## src/rtl/lcd_sequencer.sv

```systemverilog
// Byte-level HD44780 4-bit sequencer: power-up init, then byte writes split into nibbles.
// Latency: accept-to-first-nibble 1 cycle; each step ends with its execution delay before ready.
// Backpressure: req_ready is high only in IDLE; the nibble side waits on xfer_done (with timeout).
module lcd_sequencer #(
    parameter int unsigned FREQ            = 50000000,
    parameter int unsigned POWERUP_US      = 20000,
    parameter int unsigned XFER_TIMEOUT_US = 1000
) (
    input  logic        CLK,
    input  logic        RST,
    input  logic        req_valid,
    input  logic        req_rs,
    input  logic [7:0]  req_byte,
    output logic        req_ready,
    output logic        init_done,
    output logic        err,
    output logic        xfer_send,
    output logic [3:0]  xfer_nibble,
    output logic        xfer_rs,
    output logic [20:0] xfer_delay,
    input  logic        xfer_done
);

    localparam int unsigned T1US = FREQ / 1000000;

    // Terminal counts: the counter restarts at 0 on every state entry, so a
    // phase of N cycles ends when the counter reads N-1.
    localparam logic [23:0] PWR_LAST = 24'(POWERUP_US * T1US - 1);
    localparam logic [23:0] GAP_LAST = 24'(T1US - 1);
    localparam logic [23:0] TO_LAST  = 24'(XFER_TIMEOUT_US * T1US - 1);

    localparam logic [20:0] DLY_LONG  = 21'(2000 * T1US);
    localparam logic [20:0] DLY_SHORT = 21'(50 * T1US);
    localparam logic [20:0] DLY_100   = 21'(100 * T1US);
    localparam logic [20:0] DLY_4100  = 21'(4100 * T1US);

    typedef enum logic [3:0] {
        PWR_WAIT,
        LOAD,
        SEND_HI,
        WAIT_HI,
        GAP,
        SEND_LO,
        WAIT_LO,
        POST,
        IDLE
    } state_t;

    // Init ROM: bytes of the power-up sequence.
    function automatic logic [7:0] rom_byte(input logic [2:0] s);
        logic [7:0] b;
        case (s)
            3'd0, 3'd1, 3'd2: b = 8'h30;
            3'd3:             b = 8'h20;
            3'd4:             b = 8'h28;
            3'd5:             b = 8'h0C;
            3'd6:             b = 8'h01;
            default:          b = 8'h06;
        endcase
        return b;
    endfunction

    // The first four steps are the 8-bit-mode wake-up: only the upper nibble is sent.
    function automatic logic rom_single(input logic [2:0] s);
        return ~s[2];
    endfunction

    // Init ROM: execution delay of each step, in cycles.
    function automatic logic [20:0] rom_delay(input logic [2:0] s);
        logic [20:0] d;
        case (s)
            3'd0:             d = DLY_4100;
            3'd1, 3'd2, 3'd3: d = DLY_100;
            3'd6:             d = DLY_LONG;
            default:          d = DLY_SHORT;
        endcase
        return d;
    endfunction

    // Clear (0x01) and home (0x02/0x03) are the slow commands; data bytes are always fast.
    function automatic logic [20:0] user_delay(input logic rs, input logic [7:0] b);
        logic slow;
        slow = !rs && ((b == 8'h01) || (b == 8'h02) || (b == 8'h03));
        return slow ? DLY_LONG : DLY_SHORT;
    endfunction

    state_t      state_q, state_d;
    logic [2:0]  step_q, step_d;
    logic [23:0] cnt_q, cnt_d;
    logic [7:0]  byte_q, byte_d;
    logic        single_q, single_d;
    logic        req_ready_q, req_ready_d;
    logic        init_done_q, init_done_d;
    logic        err_q, err_d;
    logic        xfer_send_q, xfer_send_d;
    logic [3:0]  xfer_nibble_q, xfer_nibble_d;
    logic        xfer_rs_q, xfer_rs_d;
    logic [20:0] xfer_delay_q, xfer_delay_d;

    logic [23:0] post_last;
    logic        counting;

    assign post_last = {3'b000, xfer_delay_q} - 24'd1;
    assign counting  = (state_q == PWR_WAIT) || (state_q == WAIT_HI) || (state_q == GAP) ||
                       (state_q == WAIT_LO)  || (state_q == POST);

    // Next-state and next-output logic; outputs are derived from the next state so they register cleanly.
    always_comb begin
        state_d       = state_q;
        step_d        = step_q;
        byte_d        = byte_q;
        single_d      = single_q;
        init_done_d   = init_done_q;
        err_d         = err_q;
        xfer_nibble_d = xfer_nibble_q;
        xfer_rs_d     = xfer_rs_q;
        xfer_delay_d  = xfer_delay_q;
        cnt_d         = cnt_q;

        case (state_q)
            PWR_WAIT: begin
                if (cnt_q == PWR_LAST) begin
                    state_d = LOAD;
                    step_d  = 3'd0;
                end
            end
            LOAD: begin
                byte_d        = rom_byte(step_q);
                single_d      = rom_single(step_q);
                xfer_rs_d     = 1'b0;
                xfer_delay_d  = rom_delay(step_q);
                xfer_nibble_d = byte_d[7:4];
                state_d       = SEND_HI;
            end
            SEND_HI: begin
                state_d = WAIT_HI;
            end
            WAIT_HI: begin
                // A done landing on the expiry cycle wins: no error in that case.
                if (xfer_done || (cnt_q == TO_LAST)) begin
                    if (!xfer_done) begin
                        err_d = 1'b1;
                    end
                    state_d = single_q ? POST : GAP;
                end
            end
            GAP: begin
                if (cnt_q == GAP_LAST) begin
                    xfer_nibble_d = byte_q[3:0];
                    state_d       = SEND_LO;
                end
            end
            SEND_LO: begin
                state_d = WAIT_LO;
            end
            WAIT_LO: begin
                if (xfer_done || (cnt_q == TO_LAST)) begin
                    if (!xfer_done) begin
                        err_d = 1'b1;
                    end
                    state_d = POST;
                end
            end
            POST: begin
                if (cnt_q == post_last) begin
                    if (init_done_q) begin
                        state_d = IDLE;
                    end else if (step_q == 3'd7) begin
                        init_done_d = 1'b1;
                        state_d     = IDLE;
                    end else begin
                        step_d  = step_q + 3'd1;
                        state_d = LOAD;
                    end
                end
            end
            IDLE: begin
                // User bytes skip LOAD: everything needed is latched here.
                if (req_valid && req_ready_q) begin
                    byte_d        = req_byte;
                    single_d      = 1'b0;
                    xfer_rs_d     = req_rs;
                    xfer_delay_d  = user_delay(req_rs, req_byte);
                    xfer_nibble_d = req_byte[7:4];
                    state_d       = SEND_HI;
                end
            end
            default: begin
                state_d = PWR_WAIT;
            end
        endcase

        if (state_d != state_q) begin
            cnt_d = 24'd0;
        end else if (counting) begin
            cnt_d = cnt_q + 24'd1;
        end

        xfer_send_d = (state_d == SEND_HI) || (state_d == SEND_LO);
        req_ready_d = (state_d == IDLE);
    end

    // Single state/output register bank with asynchronous reset.
    always_ff @(posedge CLK or posedge RST) begin
        if (RST) begin
            state_q       <= PWR_WAIT;
            step_q        <= 3'd0;
            cnt_q         <= 24'd0;
            byte_q        <= 8'd0;
            single_q      <= 1'b0;
            req_ready_q   <= 1'b0;
            init_done_q   <= 1'b0;
            err_q         <= 1'b0;
            xfer_send_q   <= 1'b0;
            xfer_nibble_q <= 4'd0;
            xfer_rs_q     <= 1'b0;
            xfer_delay_q  <= 21'd0;
        end else begin
            state_q       <= state_d;
            step_q        <= step_d;
            cnt_q         <= cnt_d;
            byte_q        <= byte_d;
            single_q      <= single_d;
            req_ready_q   <= req_ready_d;
            init_done_q   <= init_done_d;
            err_q         <= err_d;
            xfer_send_q   <= xfer_send_d;
            xfer_nibble_q <= xfer_nibble_d;
            xfer_rs_q     <= xfer_rs_d;
            xfer_delay_q  <= xfer_delay_d;
        end
    end

    assign req_ready   = req_ready_q;
    assign init_done   = init_done_q;
    assign err         = err_q;
    assign xfer_send   = xfer_send_q;
    assign xfer_nibble = xfer_nibble_q;
    assign xfer_rs     = xfer_rs_q;
    assign xfer_delay  = xfer_delay_q;

endmodule

```

## config.mk

```make
export PLATFORM = sky130hd
export DESIGN_NAME = lcd_sequencer
export DESIGN_NICKNAME = d
export VERILOG_FILES = /design/src/rtl/lcd_sequencer.sv
export SDC_FILE = /design/constraint.sdc
export NUM_CORES = 1
export LEC_CHECK = 0
export ABC_AREA = 0
export CORE_MARGIN = 4
export CORE_UTILIZATION = 61
export CTS_CLUSTER_DIAMETER = 200
export CTS_CLUSTER_SIZE = 12
export DETAILED_ROUTE_END_ITERATION = 6
export GPL_TIMING_DRIVEN = 1
export PLACE_DENSITY = 0.86
export SYNTH_ARGS = -nofsm -noshare
export SYNTH_HDL_FRONTEND = slang
export SYNTH_SLANG_ARGS = --single-unit
```

## constraint.sdc

```tcl
create_clock -name CLK -period 7.44 [get_ports CLK]
set_clock_uncertainty 0.05 [all_clocks]
set_input_delay 1.488 -clock CLK [delete_from_list [all_inputs] [get_ports CLK]]
set_output_delay 1.488 -clock CLK [all_outputs]
set_load 0.02 [all_outputs]
```

======== After elaboration in Yosys (flattened, before gate mapping) ========
Cells that the tools add are included.
storage, ports and cells
  bits of input ports ..................... 13
  logic and storage cells ................. 107
  output and inout port bits .............. 30
  register bits after elaboration ......... 66
cells by class
  add/sub/neg operators ................... 3
  equality and inequality tests ........... 32
  bitwise operators ....................... 2
  mux-type cells .......................... 33
  reductions and logical operators ........ 25
operators by type and width
  kind                                                 count
  case mux 18 bit (3 select lines)                     1
  2-to-1 mux 24 bit                                    2
  2-to-1 mux 4 bit                                     11
  case mux 21 bit (2 select lines)                     1
  case mux 4 bit (9 select lines)                      1
  case mux 6 bit (5 select lines)                      1
  adder 24 x 1 -> 24 bit (second input constant)       1
  == test 24 x 16 -> 1 bit (second input constant)     1
  == test 24 x 20 -> 1 bit (second input constant)     1
  == test 24 bit                                       1
  == test 24 x 6 -> 1 bit (second input constant)      1
  subtractor 21 x 1 -> 22 bit (second input constant)  1
  2-to-1 mux 21 bit                                    1
  == test 4 x 3 -> 1 bit (second input constant)       5
  2-to-1 mux 17 bit                                    1
  == test 8 x 2 -> 1 bit (second input constant)       2
  == test 3 bit (second input constant)                4
  == test 4 x 2 -> 1 bit (second input constant)       3
  2-to-1 mux 3 bit                                     4
  case mux 4 bit (3 select lines)                      1
  == test 4 bit (second input constant)                2
  == test 8 x 1 -> 1 bit (second input constant)       1
  logical OR 1 bit                                     8
  case mux 4 bit (2 select lines)                      1
  other kinds (23)                                     39

======== Depth between registers and ports, before layout ========
Gate-level depths: netlist of run 1.
  word-level depth ........................ 7
  mapped depth ............................ 13
  depth with buffers taken out ............ 10

======== Worst setup path before layout of run 1 ========
Ideal clock, no wire load.
  path kind ............................... register to register
  from .................................... register xfer_delay_q[11] (netlist: xfer_delay[11])
  to ...................................... register cnt_q[1]
  library setup time ...................... 0.122 ns
  slack ................................... 4.645 ns
  arrival time ............................ 2.623 ns
  cell stages (with the launch flop) ...... 13
  required time ........................... 7.268 ns
  cells stage by stage .................... dfrtp_1 -> buf_2 -> inv_1 -> ha_1 -> nor4b_4 -> a21oi_1 -> nor4b_1 -> o32ai_2 -> and4b_1 -> buf_2 -> o211a_4 -> buf_6 -> nor3_2
on the way
  longest elaborated chain between the ends .. 6
ends and longest elaborated chain
  item                                                            line  source
  start, declared                                                 98    logic [20:0] xfer_delay_q, xfer_delay_d;
  start signal, assigned                                          230   xfer_delay_q <= xfer_delay_d;
  subtractor 21 x 1 -> 22 bit *                                   103   assign post_last = {3'b000, xfer_delay_q} - 24'd1;
  == test 24 bit *                                                165   if (cnt_q == post_last) begin
  2-to-1 mux 4 bit *                                              165
  case mux 4 bit (9 select lines) *                               120   case (state_q)
  inequality test 4 bit *                                         193   if (state_d != state_q) begin
  2-to-1 mux 24 bit / nonzero test 2 bit (equally long branches)  --
  end signal, assigned                                            221   cnt_q <= cnt_d;
  end, declared                                                   89    logic [23:0] cnt_q, cnt_d;
Mark *: on every way between the ends. The rest lies on a longest branch, timed or not.
A chain may end at the register's enable or synchronous reset.

======== Worst setup path after layout of run 1 ========
  from .................................... register xfer_delay_q[11] (netlist: xfer_delay[11])
  to ...................................... register cnt_q[14]
Same word-level chain as after synthesis.

==> impl_metrics.ini, run 1 <==
[final_layout]
syn2layout_area_growth_pct = 9.38
postLayoutCellArea_sq_um = 4190
diodes = 0
fin_util_pct = 69.9
drive_gt1_share_pct = 8.71
fin_nets = 470
stdcell_count = 523

[global_routing]
overflow = 0
grt_pass1_vias = 3222
antenna_found_initial = 0
grt_use_total_pct = 25.5
grt_max_degree = 56
grt_first_pass_wirelength_um = 15500

[yosys]
yosysUniqueCellTypes = 61
syn-cell-area_sq_um = 3830
synth_area_leaders = dfrtp_1, xor2_1, nor3_2, nand2_1, xnor2_1
syn_inst = 435
synthArstFlopShare_pct = 100
ys_ff_latch = 55
ys_seq_area_share_pct = 35.9
synth_top_area_share_pct = 35.9
yosys.area.top_type = dfrtp_1
yosysWarnings = 0
synth_edf_count = 0
synth_commonest_cells = dfrtp_1, nand2_1, nor2_1
synth_ff_type = dfrtp_1
synth.most_common_cell = dfrtp_1
syn_area_per_cell_sq_um = 8.80

[floorplan]
core-area_sq_um = 5990
die_h_um = 87.2
die_x_um = 87.2
initial_core_util_pct = 63.9
std_cell_rows = 28
io_pins = 43
dieArea_sq_um = 7610

[status]
outcome = finished, final reports clean

[placement]
gp_congestion = 0.966
io_buffers = 35
place_ws_ps = 3930
dp.cells = 515
dpl_cell_area_sq_um = 4090
dpl.hpwl_um = 6570

[pwr]
swShare_pct = 22.7
combPwrFrac_pct = 3.6
leakagePower_nw = 1.86
p_switching_uw = 112
pwr_density_cell_nw_per_um2 = 118
finalPower_uw = 493
seqPwrFrac_pct = 60.6
ir_worst_vdd_mv = 0.105
p_int_uw = 381
p_clk_share_pct = 35.8

[hold_path]
min_from = err
worstHoldEndpoint = err
holdPathStages = 1
hold_class = register to register

[critical_path]
r2r_end = cnt_q[14]
r2r_start = xfer_delay[11]
r2r_cells = 10
setup.worst_path.start_class = register
critPathRequiredTime_ps = 7560
cp_max_fo = 24
critical_path_arrival_ps = 3420
crit_path_end_kind = register
critical_path_class = register to register
ff2ff_setup_slack_ps = 4140

[route]
firstDrtPassIters = 5
via_per_inst = 6.37
ant_nets = 0
drc = 0
drt_first_iter_violations = 247
drt_wl_total_um = 8950
vias = 3333
wl_per_cell_um = 17.1

[clock_tree]
cts_setup_buffers = 0
cts_made_buffers = 5
clock_path_buffers = 2
cts_tree = yes
ctsHoldBuffers = 0
htreeDepth = 2
clock_latency_ps = 310
cts-root-buf = clkbuf_8
cts.clk_slew.worst_paths_ps = 100
cts_resized = 0
clock_sinks = 55

[sta]
worst_pin_slew_ps = 993
finalSetupTns_ps = 0
rsz0062_at_grt = no
fin_ws_ps = 4140
setup_violations = 0
clock.fmax_mhz = 303
fin_hold_ws_ps = 434
drv_slew = 0
min_period_over_period_pct = 44.4
max-slew-margin-rel_pct = 33.3
period_needed_ps = 3300
hold_viol = 0

[run]
drv_cap = 0
## routing by layer
metal | vias up | track usage, % | routed length, um
met5 | - | 0 | 0
met3 | 22 | 4.73 | 815
met2 | 193 | 41.5 | 4270
met4 | 0 | 6.69 | 172
met1 | 1573 | 35.0 | 3700
li1 | 1545 | - | -
## cell families after synthesis
kind of cell | share of synthesized area (%)
other cells | 0.0979
mux | 0.523
buf+inv | 7.74
compound gates | 13.0
xor+xnor | 9.38
flops | 35.9
fa+ha+maj | 3.27
simple gates | 30.1
## sequential cells by signal (all words and copies together), names as in the netlist
signal / cells
cnt_q: 24
xfer_delay: 10
byte_q: 4
state_q: 4
xfer_nibble: 4
step_q: 3
err: 1
init_done: 1
req_ready: 1
single_q: 1
xfer_rs: 1
xfer_send: 1
## layout by cell type (no fill, tap or decap), types with 3 or more instances in the layout
master	n
nor3_1	20
nand3_1	19
and2_1	4
or4_1	5
xor2_1	24
o311ai_0	3
or3_1	6
o22ai_1	3
nor3_2	20
nand2b_1	10
xnor2_1	17
clkdlybuf4s50_1	35
dfrtp_1	55
a21o_1	3
a21oi_1	16
clkbuf_8	6
conb_1	7
o21ai_1	6
nor4_1	11
nand4_1	6
o21ai_0	12
nand2_1	44
buf_4	3
and3_1	10
nor2_1	28
and4_1	3
inv_1	17
ha_1	10
## worst max-delay path, stage by stage, from the launching register on
cell      delay (ps)
dfrtp_1          620
inv_1            120
ha_1             290
ha_1             320
xnor2_1          140
nor3_1           190
nand4_1          120
a311oi_1         290
and4b_1          420
o211a_4          470
nor3_1           120
## power groups by stage
stage / registers (mW) / clock network, mW / logic (mW)
detailed placement: 0.305 / 0 / 0.0178
global placement: 0.305 / 0 / 0.0176
global route: 0.299 / 0.193 / 0.0198
CTS: 0.299 / 0.178 / 0.0179
finish: 0.299 / 0.177 / 0.0176
floorplan: 0.305 / 0 / 0.0110
## worst max path at each step
stage / startpoint / to / slack [ps] / cells past startpoint
2_1_floorplan: RST / byte_q[0] / 4560 / 1
3_3_place_gp: xfer_done / cnt_q[12] / 4010 / 7
3_5_place_dp: xfer_done / cnt_q[14] / 3930 / 7
4_1_cts: xfer_delay[11] / cnt_q[14] / 4130 / 10
5_1_grt: xfer_delay[11] / cnt_q[14] / 3910 / 9
6_report: xfer_delay[11] / cnt_q[14] / 4140 / 10
## final cells by class
type | instances | area [sq um]
clock buffers | 6 | 82.6
clock inverters | 2 | 16.3
inverters | 18 | 67.6
multi-input cells | 329 | 2180
flip-flops and latches | 55 | 1380
well taps | 75 | 93.8
fillers | 455 | 1800
repair buffers | 38 | 373
No activity file was read; power rests on OpenSTA's default activity.
==> inputs of run 2 (changes only) <==
--- a/config.mk
+++ b/config.mk
@@ -7,12 +7,12 @@
 export LEC_CHECK = 0
 export ABC_AREA = 0
 export CORE_MARGIN = 4
-export CORE_UTILIZATION = 61
+export CORE_UTILIZATION = 57
 export CTS_CLUSTER_DIAMETER = 200
 export CTS_CLUSTER_SIZE = 12
 export DETAILED_ROUTE_END_ITERATION = 6
 export GPL_TIMING_DRIVEN = 1
-export PLACE_DENSITY = 0.86
+export PLACE_DENSITY = 0.81
 export SYNTH_ARGS = -nofsm -noshare
 export SYNTH_HDL_FRONTEND = slang
 export SYNTH_SLANG_ARGS = --single-unit
==> constraint.sdc (replaced) <==
create_clock -name CLK -period 3.04 [get_ports CLK]
set_clock_uncertainty 0.05 [all_clocks]
set_input_delay 0.608 -clock CLK [delete_from_list [all_inputs] [get_ports CLK]]
set_output_delay 0.608 -clock CLK [all_outputs]
set_load 0.02 [all_outputs]
==> impl_metrics.ini, run 2 (synthesis gave the netlist of run 1 again) <==
[sta]
period_needed_ps = 2880
fin_hold_ws_ps = 434
finalSetupTns_ps = 0
hold_viol = 0
fin_ws_ps = 164
worst_pin_slew_ps = 597
rsz0062_at_grt = no
max-slew-margin-rel_pct = 59.9
drv_slew = 0
clock.fmax_mhz = 348
setup_violations = 0
min_period_over_period_pct = 94.6

[critical_path]
cp_top_family = simple AND/OR/NAND/NOR gates
cp_max_fo = 13
r2r_start = xfer_delay[15]
setup.worst_path.start_class = register
critical_path_class = register to register
crit_path_end_kind = register
ff2ff_setup_slack_ps = 160
slowest_stage = dfrtp_1
r2r_end = step_q[0]
critPathRequiredTime_ps = 3240
crit_buf_inv = 1
critical_path_arrival_ps = 3070
r2r_cells = 9
slowest_delay_ps = 670
crit_chain = inv_1, ha_1, xor2_1, xnor2_1, nand4_1, a311oi_1, nand2_1, or4_1, o21ai_1

[pwr]
seqPwrFrac_pct = 56.7
p_switching_uw = 290
pwr_density_cell_nw_per_um2 = 297
p_clk_share_pct = 39.7
ir_worst_vdd_mv = 0.254
leakagePower_nw = 1.94
swShare_pct = 22.5
p_int_uw = 999
combPwrFrac_pct = 3.6
finalPower_mw = 1.29

[clock_tree]
cts_tree = yes
clock_latency_ps = 320
cts.clk_slew.worst_paths_ps = 100
cts_made_buffers = 5
htreeDepth = 2
clock_sinks = 55
cts-root-buf = clkbuf_8
clock_path_buffers = 2

[floorplan]
core-area_sq_um = 6420
die_x_um = 90.0
dieArea_sq_um = 8090
std_cell_rows = 29
initial_core_util_pct = 59.6
die_h_um = 90.0
io_pins = 43

[route]
vias = 3377
drt_first_iter_violations = 293
drt_wl_total_um = 9500
firstDrtPassIters = 5
ant_nets = 0
wl_per_cell_um = 17.7
drc = 0
via_per_inst = 6.28

[final_layout]
postLayoutCellArea_sq_um = 4340
syn2layout_area_growth_pct = 13.4
final_common_cell = dfrtp_1
final_cell_mix = dfrtp_1, nand2_1, clkdlybuf4s50_1
fin_nets = 483
drive_gt1_share_pct = 11.3
fin_util_pct = 67.6
largest_reg_flops = 24
top_register = cnt_q
stdcell_count = 538
diodes = 0

[run]
drv_cap = 0

[global_routing]
grt_use_total_pct = 23.7
overflow = 0
grt_pass1_vias = 3231
grt_max_degree = 31
antenna_found_initial = 0
grt_first_pass_wirelength_um = 15900

[placement]
place_ws_ps = 232
dpl.hpwl_um = 6850
dp.cells = 528
dpl_cell_area_sq_um = 4200
gp_congestion = 0.976
io_buffers = 35

[hold_path]
worstHoldEndpoint = err
holdPathStages = 1
min_from = err
hold_class = register to register

[status]
outcome = finished, final reports clean
## run 2: repair_timing
action                     in CTS  in global routing
hold endpoints to repair        0                  0
buffers inserted                0                  1
hold buffers                    0                  0
resized for setup               0                  1
setup endpoints to repair       0                 25
## run 2: worst register-to-register path, cell delays in order (launching register included)
cell	delay [ps]
dfrtp_1	670
inv_1	130
ha_1	290
xor2_1	220
xnor2_1	140
nand4_1	100
a311oi_1	320
nand2_1	250
or4_1	520
o21ai_1	120
## run 2: power groups by stage
stage | Combinational (mW) | Clock (mW) | Sequential, mW
6_report | 0.0459 | 0.512 | 0.731
5_1_grt | 0.0516 | 0.547 | 0.731
4_1_cts | 0.0471 | 0.516 | 0.731
3_5_place_dp | 0.0468 | 0 | 0.745
3_3_place_gp | 0.0462 | 0 | 0.745
2_1_floorplan | 0.0270 | 0 | 0.745
## run 2: per-layer routing
| layer | share of wire (%) | up-vias | GRT usage, % |
|---|---|---|---|
| met1 | 43 | 1597 | 32.8 |
| met2 | 46 | 166 | 37.1 |
| met4 | 3.4 | 0 | 9.18 |
| met5 | 0 | - | 0 |
| met3 | 8.1 | 33 | 4.34 |
| li1 | - | 1581 | - |
## run 2: layout make-up
| type | instances | area [sq um] |
|---|---|---|
| multi-input cells | 330 | 2200 |
| fillers | 502 | 2080 |
| flip-flops and latches | 55 | 1380 |
| repair buffers | 50 | 488 |
| well taps | 77 | 96.3 |
| clock buffers | 5 | 68.8 |
| inverters | 18 | 67.6 |
| clock inverters | 3 | 47.5 |
## run 2: worst max-delay path by stage
stage / slack (ps) / depth (start not counted) / startpoint / to
after floorplan: 250 / 12 / xfer_delay[11] / cnt_q[1]
after global placement: 310 / 9 / xfer_delay[15] / cnt_q[13]
after detailed placement: 230 / 9 / xfer_delay[15] / cnt_q[14]
after CTS: 190 / 9 / xfer_delay[3] / cnt_q[14]
after global routing: 10 / 7 / xfer_delay[15] / step_q[0]
final: 160 / 9 / xfer_delay[15] / step_q[0]
